--- src/rtl/ftdi_tx_packer_if.sv ---
// ftdi_tx_packer_if: the core-side word handshake and the FTDI FT245 transmit pins.
//  master (packer side): drives usb_dout/usb_oe/usb_wr/usb_siwua, tx_ce and busy;
//                        samples usb_txe, tx and tx_en.
//  slave  (core + pad side): the mirror image.
interface ftdi_tx_packer_if;
  logic [7:0]  usb_dout;
  logic        usb_oe;
  logic        usb_txe;
  logic        usb_wr;
  logic        usb_siwua;
  logic [31:0] tx;
  logic        tx_en;
  logic        tx_ce;
  logic        busy;

  modport master (
    output usb_dout, usb_oe, usb_wr, usb_siwua, tx_ce, busy,
    input  usb_txe, tx, tx_en
  );

  modport slave (
    input  usb_dout, usb_oe, usb_wr, usb_siwua, tx_ce, busy,
    output usb_txe, tx, tx_en
  );
endinterface

--- src/rtl/ftdi_tx_packer.sv ---
// ftdi_tx_packer: transmit half of an FT245-style USB FIFO link.
//  Takes 32-bit words from the core (tx/tx_en/tx_ce), buffers one in a holding
//  register, and writes each as four bytes MSB first using the TXE#/WR handshake.
//  Pulses SI/WU# after the link has been idle for SIWU_IDLE clocks since the last
//  latched byte, so the FTDI flushes a partial USB packet.
// Ports:
//  clock, reset_n : system clock, synchronous active-low reset
//  bus (master)   : usb_dout/usb_oe/usb_wr/usb_siwua out, usb_txe in,
//                   tx/tx_en in, tx_ce/busy out
// Timing counters are 8 bits wide; WR_SETUP/WR_PULSE/WR_HOLD must be 1..256.
module ftdi_tx_packer #(
  parameter int WR_SETUP  = 2,
  parameter int WR_PULSE  = 5,
  parameter int WR_HOLD   = 2,
  parameter int SIWU_IDLE = 64
) (
  input logic               clock,
  input logic               reset_n,
  ftdi_tx_packer_if.master  bus
);
  localparam int CW = 8;
  localparam logic [CW-1:0] SETUP_LAST = CW'(WR_SETUP - 1);
  localparam logic [CW-1:0] PULSE_LAST = CW'(WR_PULSE - 1);
  localparam logic [CW-1:0] HOLD_LAST  = CW'(WR_HOLD - 1);
  localparam int IW = (SIWU_IDLE > 1) ? $clog2(SIWU_IDLE) : 1;
  localparam logic [IW-1:0] IDLE_LAST = IW'((SIWU_IDLE > 0) ? SIWU_IDLE - 1 : 0);

  typedef enum logic [2:0] {
    S_IDLE, S_WAIT, S_SETUP, S_PULSE, S_HOLD, S_GAP, S_DONE
  } state_t;

  state_t          state_q, state_d;
  logic [CW-1:0]   cnt_q, cnt_d;
  logic [1:0]      idx_q, idx_d;
  logic [31:0]     shift_q, shift_d;
  logic [31:0]     hold_q, hold_d;
  logic            hold_v_q, hold_v_d;
  logic            txe_q, txe_d;
  logic [7:0]      dout_q, dout_d;
  logic            oe_q, oe_d;
  logic            wr_q, wr_d;
  logic            siwua_q, siwua_d;
  logic [CW-1:0]   siwu_cnt_q, siwu_cnt_d;
  logic [IW-1:0]   idle_cnt_q, idle_cnt_d;
  logic            bsf_q, bsf_d;  // bytes written since last SI/WU# flush
  logic            unload;
  logic            tx_ce;
  logic [7:0]      byte_sel;

  always_comb begin
    case (idx_q)
      2'd0:    byte_sel = shift_q[31:24];
      2'd1:    byte_sel = shift_q[23:16];
      2'd2:    byte_sel = shift_q[15:8];
      default: byte_sel = shift_q[7:0];
    endcase
  end

  always_comb begin
    state_d    = state_q;
    cnt_d      = cnt_q;
    idx_d      = idx_q;
    shift_d    = shift_q;
    hold_d     = hold_q;
    hold_v_d   = hold_v_q;
    txe_d      = bus.usb_txe;
    dout_d     = dout_q;
    oe_d       = oe_q;
    wr_d       = wr_q;
    siwua_d    = siwua_q;
    siwu_cnt_d = siwu_cnt_q;
    idle_cnt_d = idle_cnt_q;
    bsf_d      = bsf_q;
    unload     = 1'b0;

    case (state_q)
      S_IDLE: begin
        // a word arriving during an SI/WU# pulse is held until the pulse ends
        if (hold_v_q && siwua_q) begin
          unload  = 1'b1;
          shift_d = hold_q;
          idx_d   = 2'd0;
          state_d = S_WAIT;
        end
      end
      S_WAIT: begin
        if (!txe_q) begin
          oe_d    = 1'b1;
          dout_d  = byte_sel;
          cnt_d   = '0;
          state_d = S_SETUP;
        end
      end
      S_SETUP: begin
        if (cnt_q == SETUP_LAST) begin
          wr_d    = 1'b1;
          cnt_d   = '0;
          state_d = S_PULSE;
        end else cnt_d = cnt_q + 8'd1;
      end
      S_PULSE: begin
        if (cnt_q == PULSE_LAST) begin
          wr_d       = 1'b0;
          cnt_d      = '0;
          idle_cnt_d = '0;
          bsf_d      = 1'b1;
          state_d    = S_HOLD;
        end else cnt_d = cnt_q + 8'd1;
      end
      S_HOLD: begin
        if (cnt_q == HOLD_LAST) begin
          oe_d  = 1'b0;
          cnt_d = '0;
          if (idx_q == 2'd3) state_d = S_DONE;
          else begin
            idx_d   = idx_q + 2'd1;
            state_d = S_GAP;
          end
        end else cnt_d = cnt_q + 8'd1;
      end
      S_GAP: begin
        // give TXE# time to deassert after the strobe before trusting it again
        if (txe_q || cnt_q == 8'd1) begin
          cnt_d   = '0;
          state_d = S_WAIT;
        end else cnt_d = cnt_q + 8'd1;
      end
      S_DONE: begin
        if (hold_v_q) begin
          unload  = 1'b1;
          shift_d = hold_q;
          idx_d   = 2'd0;
          state_d = S_WAIT;
        end else state_d = S_IDLE;
      end
      default: state_d = S_IDLE;
    endcase

    // Idle time is measured from the last strobe fall; it advances only while
    // no new byte is being offered, and the pulse itself fires only from IDLE.
    if (SIWU_IDLE != 0 && bsf_q && siwua_q &&
        (state_q == S_HOLD || state_q == S_DONE || state_q == S_IDLE)) begin
      if (idle_cnt_q == IDLE_LAST) begin
        if (state_q == S_IDLE && !hold_v_q) begin
          siwua_d    = 1'b0;
          siwu_cnt_d = '0;
          bsf_d      = 1'b0;
          idle_cnt_d = '0;
        end
      end else idle_cnt_d = idle_cnt_q + 1'b1;
    end

    if (!siwua_q) begin
      if (siwu_cnt_q == PULSE_LAST) siwua_d = 1'b1;
      else siwu_cnt_d = siwu_cnt_q + 8'd1;
    end

    // hold may be refilled on the same clock it is emptied into the shifter
    tx_ce = reset_n & bus.tx_en & (~hold_v_q | unload);
    if (unload) hold_v_d = 1'b0;
    if (tx_ce) begin
      hold_d   = bus.tx;
      hold_v_d = 1'b1;
    end
  end

  always_ff @(posedge clock) begin
    if (!reset_n) begin
      state_q    <= S_IDLE;
      cnt_q      <= '0;
      idx_q      <= '0;
      shift_q    <= '0;
      hold_q     <= '0;
      hold_v_q   <= 1'b0;
      txe_q      <= 1'b1;
      dout_q     <= '0;
      oe_q       <= 1'b0;
      wr_q       <= 1'b0;
      siwua_q    <= 1'b1;
      siwu_cnt_q <= '0;
      idle_cnt_q <= '0;
      bsf_q      <= 1'b0;
    end else begin
      state_q    <= state_d;
      cnt_q      <= cnt_d;
      idx_q      <= idx_d;
      shift_q    <= shift_d;
      hold_q     <= hold_d;
      hold_v_q   <= hold_v_d;
      txe_q      <= txe_d;
      dout_q     <= dout_d;
      oe_q       <= oe_d;
      wr_q       <= wr_d;
      siwua_q    <= siwua_d;
      siwu_cnt_q <= siwu_cnt_d;
      idle_cnt_q <= idle_cnt_d;
      bsf_q      <= bsf_d;
    end
  end

  assign bus.usb_dout  = dout_q;
  assign bus.usb_oe    = oe_q;
  assign bus.usb_wr    = wr_q;
  assign bus.usb_siwua = siwua_q;
  assign bus.tx_ce     = tx_ce;
  assign bus.busy      = hold_v_q | (state_q != S_IDLE);
endmodule

--- src/flat_wrapper.sv ---
// flat-port wrapper written by rule: the top's interface ports become plain ports
module ftdi_tx_packer_flat 
#(
  parameter int WR_SETUP  = 2,
  parameter int WR_PULSE  = 5,
  parameter int WR_HOLD   = 2,
  parameter int SIWU_IDLE = 64
)
  (clock, reset_n, bus_usb_dout, bus_usb_oe, bus_usb_wr, bus_usb_siwua, bus_tx_ce, bus_busy, bus_usb_txe, bus_tx, bus_tx_en);
  ftdi_tx_packer_if bus_i ();
  input logic clock;
  input logic reset_n;
  output wire logic [$bits(bus_i.usb_dout)-1:0] bus_usb_dout;
  output wire logic [$bits(bus_i.usb_oe)-1:0] bus_usb_oe;
  output wire logic [$bits(bus_i.usb_wr)-1:0] bus_usb_wr;
  output wire logic [$bits(bus_i.usb_siwua)-1:0] bus_usb_siwua;
  output wire logic [$bits(bus_i.tx_ce)-1:0] bus_tx_ce;
  output wire logic [$bits(bus_i.busy)-1:0] bus_busy;
  input wire logic [$bits(bus_i.usb_txe)-1:0] bus_usb_txe;
  input wire logic [$bits(bus_i.tx)-1:0] bus_tx;
  input wire logic [$bits(bus_i.tx_en)-1:0] bus_tx_en;
  assign bus_usb_dout = bus_i.usb_dout;
  assign bus_usb_oe = bus_i.usb_oe;
  assign bus_usb_wr = bus_i.usb_wr;
  assign bus_usb_siwua = bus_i.usb_siwua;
  assign bus_tx_ce = bus_i.tx_ce;
  assign bus_busy = bus_i.busy;
  assign bus_i.usb_txe = bus_usb_txe;
  assign bus_i.tx = bus_tx;
  assign bus_i.tx_en = bus_tx_en;
  ftdi_tx_packer #(.WR_SETUP(WR_SETUP), .WR_PULSE(WR_PULSE), .WR_HOLD(WR_HOLD), .SIWU_IDLE(SIWU_IDLE)) u_core (.clock(clock), .reset_n(reset_n), .bus(bus_i));
endmodule
--- config.mk ---
export PLATFORM = sky130hd
export DESIGN_NAME = ftdi_tx_packer_flat
export DESIGN_NICKNAME = d
export VERILOG_FILES = /design/src/rtl/ftdi_tx_packer_if.sv /design/src/rtl/ftdi_tx_packer.sv /design/src/flat_wrapper.sv
export SDC_FILE = /design/constraint.sdc
export NUM_CORES = 1
export LEC_CHECK = 0
export BUFFER_PORTS_ARGS = -buffer_cell sky130_fd_sc_hd__buf_4
export CAP_MARGIN = 20
export CORE_AREA = 2 2 94 96
export DETAILED_ROUTE_END_ITERATION = 8
export DIE_AREA = 0 0 96 98
export GPL_ROUTABILITY_DRIVEN = 0
export MAX_ROUTING_LAYER = met4
export PLACE_DENSITY = 0.75
export REMOVE_ABC_BUFFERS = 1
export SETUP_SLACK_MARGIN = 0.2
export SLEW_MARGIN = 20
export SYNTH_ARGS = -nofsm -noshare
export SYNTH_HDL_FRONTEND = slang
export SYNTH_SLANG_ARGS = --single-unit
--- constraint.sdc ---
create_clock -name clock -period 5.6 [get_ports clock]
set_input_delay 0.56 -clock clock [delete_from_list [all_inputs] [get_ports clock]]
set_output_delay 0.56 -clock clock [all_outputs]
set_load 0.05 [all_outputs]
==> results by stage <==
Outcome:
- The run finished with clean final reports.

Floorplanning:
- The effective utilization at floorplan is 53.59%.
- The y dimension of the die is 98 um.
- The area enclosed by the die boundary is 9408 um2.
- The floorplan has 34 rows.
- The I/O pin count is 49.
- The die is 96 um wide.
- The area of the core is 8466 um2.

STA:
- The relative max-transition margin is 49.19%.
- Setup repair after global routing left no endpoint under its margin.
- In the finished design, the share of the clock period the worst path needs comes to 51.01%.
- Setup violations remaining at the end of the flow were counted as 0.
- The transition time at the pin with the least slew margin is 762.2 ps.
- Summed over all failing endpoints, the final setup total negative slack is 0 ps.
- Derived from the worst setup path, the maximum achievable clock frequency is 0.3501 GHz.
- Counting I/O delays and the setup requirement, the final critical path takes 2856 ps.
- Between clock sinks in the finished design, the worst skew comes to 10.54 ps.
- On the final layout, the worst hold slack is 376.8 ps.
- The number of max-slew violations in the final report is 0.
- The count of endpoints failing hold in the final timing report came to 0.

Clocking:
- Clock latency on the worst-skew pair, taken at its later pin, is 370 ps.
- The post-CTS setup buffer count is 0.
- The clock tree buffer depth is 2.
- The TritonCTS clock tree is done.
- Counting the buffers created by CTS gives 9.
- The number of gates resized after CTS was 0.
- The count of hold buffers inserted by post-cts repair is 0.
- The root buffer selected by CTS is clkbuf_8.
- After clock tree synthesis, the clock-pin slew on the worst setup and hold paths is 100 ps.
- Counting every sink on the clock net gives 105.
- The deepest level of the CTS H-tree is 3.

Power:
- The power density relative to cell area is 337.8 nW/um2.
- The clock network burns 27.9% of the power.
- The share of power burned in combinational logic is 22.7%.
- The worst ir drop on vdd is 0.1518 mV.
- The analysis attributes to net switching a power of 0.0005865 W.
- Sequential cells account for 49.4% of the total power.
- Overall power consumption after layout is estimated at 0.001729 W.
- The leakage power of the design is 1.878 nW.
- The switching share of total power is 33.93%.
- The internal portion of the total power is 0.001142 W.

Cells and area:
- The final core utilization is 60.45%.
- In the final layout, the share of cells above drive strength 1 is 12.62%.
- The layout has 789 filler cells.
- The repair_antennas step left the layout with diodes totalling 0.
- Compared with the post-synthesis result, the final layout area differs by 12.80%.
- The net count of the finished layout is 659.

Placed design:
- Summed over all nets, the half-perimeter wirelength after detailed placement is 6173 um.
- The number of buffers added on ports is 48.

Setup path:
- The required time of the critical path is 5040 ps.
- The worst endpoint data arrival time is 2300 ps.
- The capture point of the worst path is bus_tx_ce.
- For this run, the slowest stage of the critical path takes 470 ps.
- The worst setup path startpoint is u_core.bus.usb_siwua.
- The worst setup path is of the flip-flop to output port kind.
- The endpoint identified for the worst register-to-register timing path is u_core.idx_q[0].
- The worst reg2reg path depth is 5.
- The launch point of the worst reg-to-reg path is u_core.cnt_q[3].
- The dominant cell type by count on the critical path is buf_4.
- The worst setup path is launched from a flip-flop.
- The type of destination of the critical path is an output port.
- The critical-path maximum fanout is 65.
- The signal on the critical path passes through nor3b_1 -> o21ai_0 -> a21bo_2 -> buf_4 -> nor2_1 -> buf_4.
- The internal reg-to-reg setup slack is 3420 ps.
- Among all stages on the critical path, the largest delay is contributed by dfxtp_1.

Synthesis:
- The share of async-settable or async-resettable flops after synthesis is 0%.
- The number of warnings issued by yosys is 0.
- In the synthesized netlist the dominant register cell turns out to be dfxtp_1.
- The simple-gate area share of the yosys netlist is 27.44%.
- Of the synthesized area, sequential elements account for 46.33%.
- After Yosys synthesis, XOR and XNOR cells account for 0.3861% of the synthesized area.
- In this run the mean area of a mapped cell was 7.690 um2.
- The synthesized design contains 105 register bits.
- The instance count of the mapped netlist is 590.
- The netlist area before placement is 4537 um2.
- The number of distinct library cells after synthesis is 46.
- The mux contribution to synthesized area is 0.2482%.
- The number of flops mapped to enable cells by yosys is 0.
- Of the total synthesized cell area, the portion taken by full adders, half adders and majority gates is 2.758%.
- The synthesized-area fraction occupied by ao, oa, aoi and oai cells is 18.53%.
- The largest family of logic cells by synthesized area is simple AND/OR/NAND/NOR gates.

Routing:
- The number of iterations in the first detailed-routing pass is 5.
- The DRC marker count from the first detailed-route iteration is 202.
- The number of nets with antenna violations after detailed routing is 0.
- The number of vias in the routed layout is 3990.
- In the routed layout, each cell is associated on average with a via count of 5.496.
- The final layout contains routed wiring with a total length of 9500 um.
- The average wire length per cell after detail routing is 13.09 um.
- The DRC violation count after routing is 0.

Run:
- Across the run, the number of max-cap violations was 0.

Worst hold path:
- The type of the most critical hold path is input pin to flip-flop.

GRT:
- Entering global routing, the biggest net connects 83 pins.
- The total overflow left after global routing is 0.
- In the global route stage, overall resource usage came out at 21.73%.
- The number of antenna violations at the first check in global routing is 0.
- The first-pass GRT wire length is 16130 um.
- The number of global-route vias before repair was 3780.
[power groups by stage]
| stage | Clock [W] | Combinational (W) | Sequential [W] |
|---|---|---|---|
| 2_1_floorplan | 0 | 0.000267 | 0.000863 |
| 3_3_place_gp | 0 | 0.000385 | 0.000867 |
| 3_5_place_dp | 0 | 0.000394 | 0.000871 |
| 4_1_cts | 0.000491 | 0.000395 | 0.000854 |
| 5_1_grt | 0.000520 | 0.000437 | 0.000863 |
| 6_report | 0.000482 | 0.000392 | 0.000855 |
[worst min path at each step]
stage	from	endpoint	slack, ps	cells past startpoint
finish	bus_usb_txe	u_core.txe_q	380	2
global route	bus_usb_txe	u_core.txe_q	380	2
CTS	bus_usb_txe	u_core.txe_q	370	2
detailed placement	u_core.shift_q[10]	u_core.shift_q[10]	450	2
global placement	u_core.hold_q[22]	u_core.shift_q[22]	440	2
floorplan	u_core.bsf_q	u_core.bsf_q	430	2
[cell usage in the layout (no fill, tap or decap), drive strengths merged, types with 6 or more instances in the layout]
cell,netlist,layout
a21oi,55,55
a222oi,8,8
a31oi,8,8
buf,6,52
clkbuf,34,10
dfxtp,105,105
ha,10,10
inv,11,15
nand2,153,153
nand2b,6,6
nand3,47,47
nor2,27,27
nor3,6,6
o21ai,56,56
[through the flow]
| step | std cells | cell area (um2) | setup WS, ps |
|---|---|---|---|
| 2_1_floorplan | 550 | 4387 | 2669 |
| 3_3_place_gp | 710 | 4916 | 3228 |
| 3_5_place_dp | 710 | 4916 | 3150 |
| 4_1_cts | 726 | 5116 | 2720 |
| 5_1_grt | 726 | 5117 | 2601 |
| 6_report | 726 | 5117 | 2744 |
[routing by layer]
layer | part of all wire, % | GRT usage, % | up-vias
li1 | - | - | 2065
met1 | 47 | 25.06 | 1809
met2 | 47 | 36.38 | 104
met3 | 4.6 | 5.401 | 12
met4 | 1.4 | 7.363 | 0
met5 | 0 | - | -
[logic make-up after synthesis]
group,Yosys count
XOR/XNOR,2
buffers and inverters,52
AND/OR/NAND/NOR,274
flip-flops,105
AO/OA/AOI/OAI,146
adder cells (fa/ha/maj),10
multiplexers,1
[cell usage after synthesis (2+ instances only)]
master / instances / area share, %
nand3b_1: 4 / 0.66
ha_1: 10 / 2.8
and2_1: 5 / 0.69
and3_1: 3 / 0.41
nor2_1: 27 / 2.2
o21ai_0: 55 / 6.1
nand2b_1: 6 / 0.83
o22ai_1: 3 / 0.41
nor4b_1: 2 / 0.39
a21oi_1: 55 / 6.1
nand3_1: 47 / 5.2
inv_1: 11 / 0.91
o21a_1: 5 / 0.83
or3_1: 5 / 0.69
a222oi_1: 8 / 1.8
nand2_1: 153 / 13
a31oi_1: 8 / 1.1
nor3b_1: 3 / 0.50
buf_1: 6 / 0.50
a22oi_1: 2 / 0.33
clkbuf_1: 34 / 2.8
nor2b_1: 5 / 0.69
nor3_1: 6 / 0.66
dfxtp_1: 105 / 46
[sequential cells by signal, indices dropped and copies added (netlist names), 2 cells and up]
name	cells
u_core.cnt_q	8
u_core.idle_cnt_q	6
u_core.shift_q	32
u_core.siwu_cnt_q	8
u_core.idx_q	2
u_core.bus.usb_dout	8
u_core.state_q	3
u_core.hold_q	32
[cell type report]
class	instances	area (um2)	area share [%]
Sequential cell	105	2102	41.08
Tap cell	108	135.1	2.641
Clock buffer	10	127.6	2.494
Clock inverter	6	72.57	1.418
Timing Repair Buffer	52	390.4	7.628
Inverter	12	45.04	0.8802
Multi-Input combinational cell	433	2245	43.86
[critical path: cells and delay by family, from the launching register on]
kind                   cells  cell delay [ps]
AOI/OAI and AO/OA          2              400
buffers and inverters      2              480
DFF                        1              470
and+or+nand+nor            2              530
No activity file was read; power rests on OpenSTA's default activity.
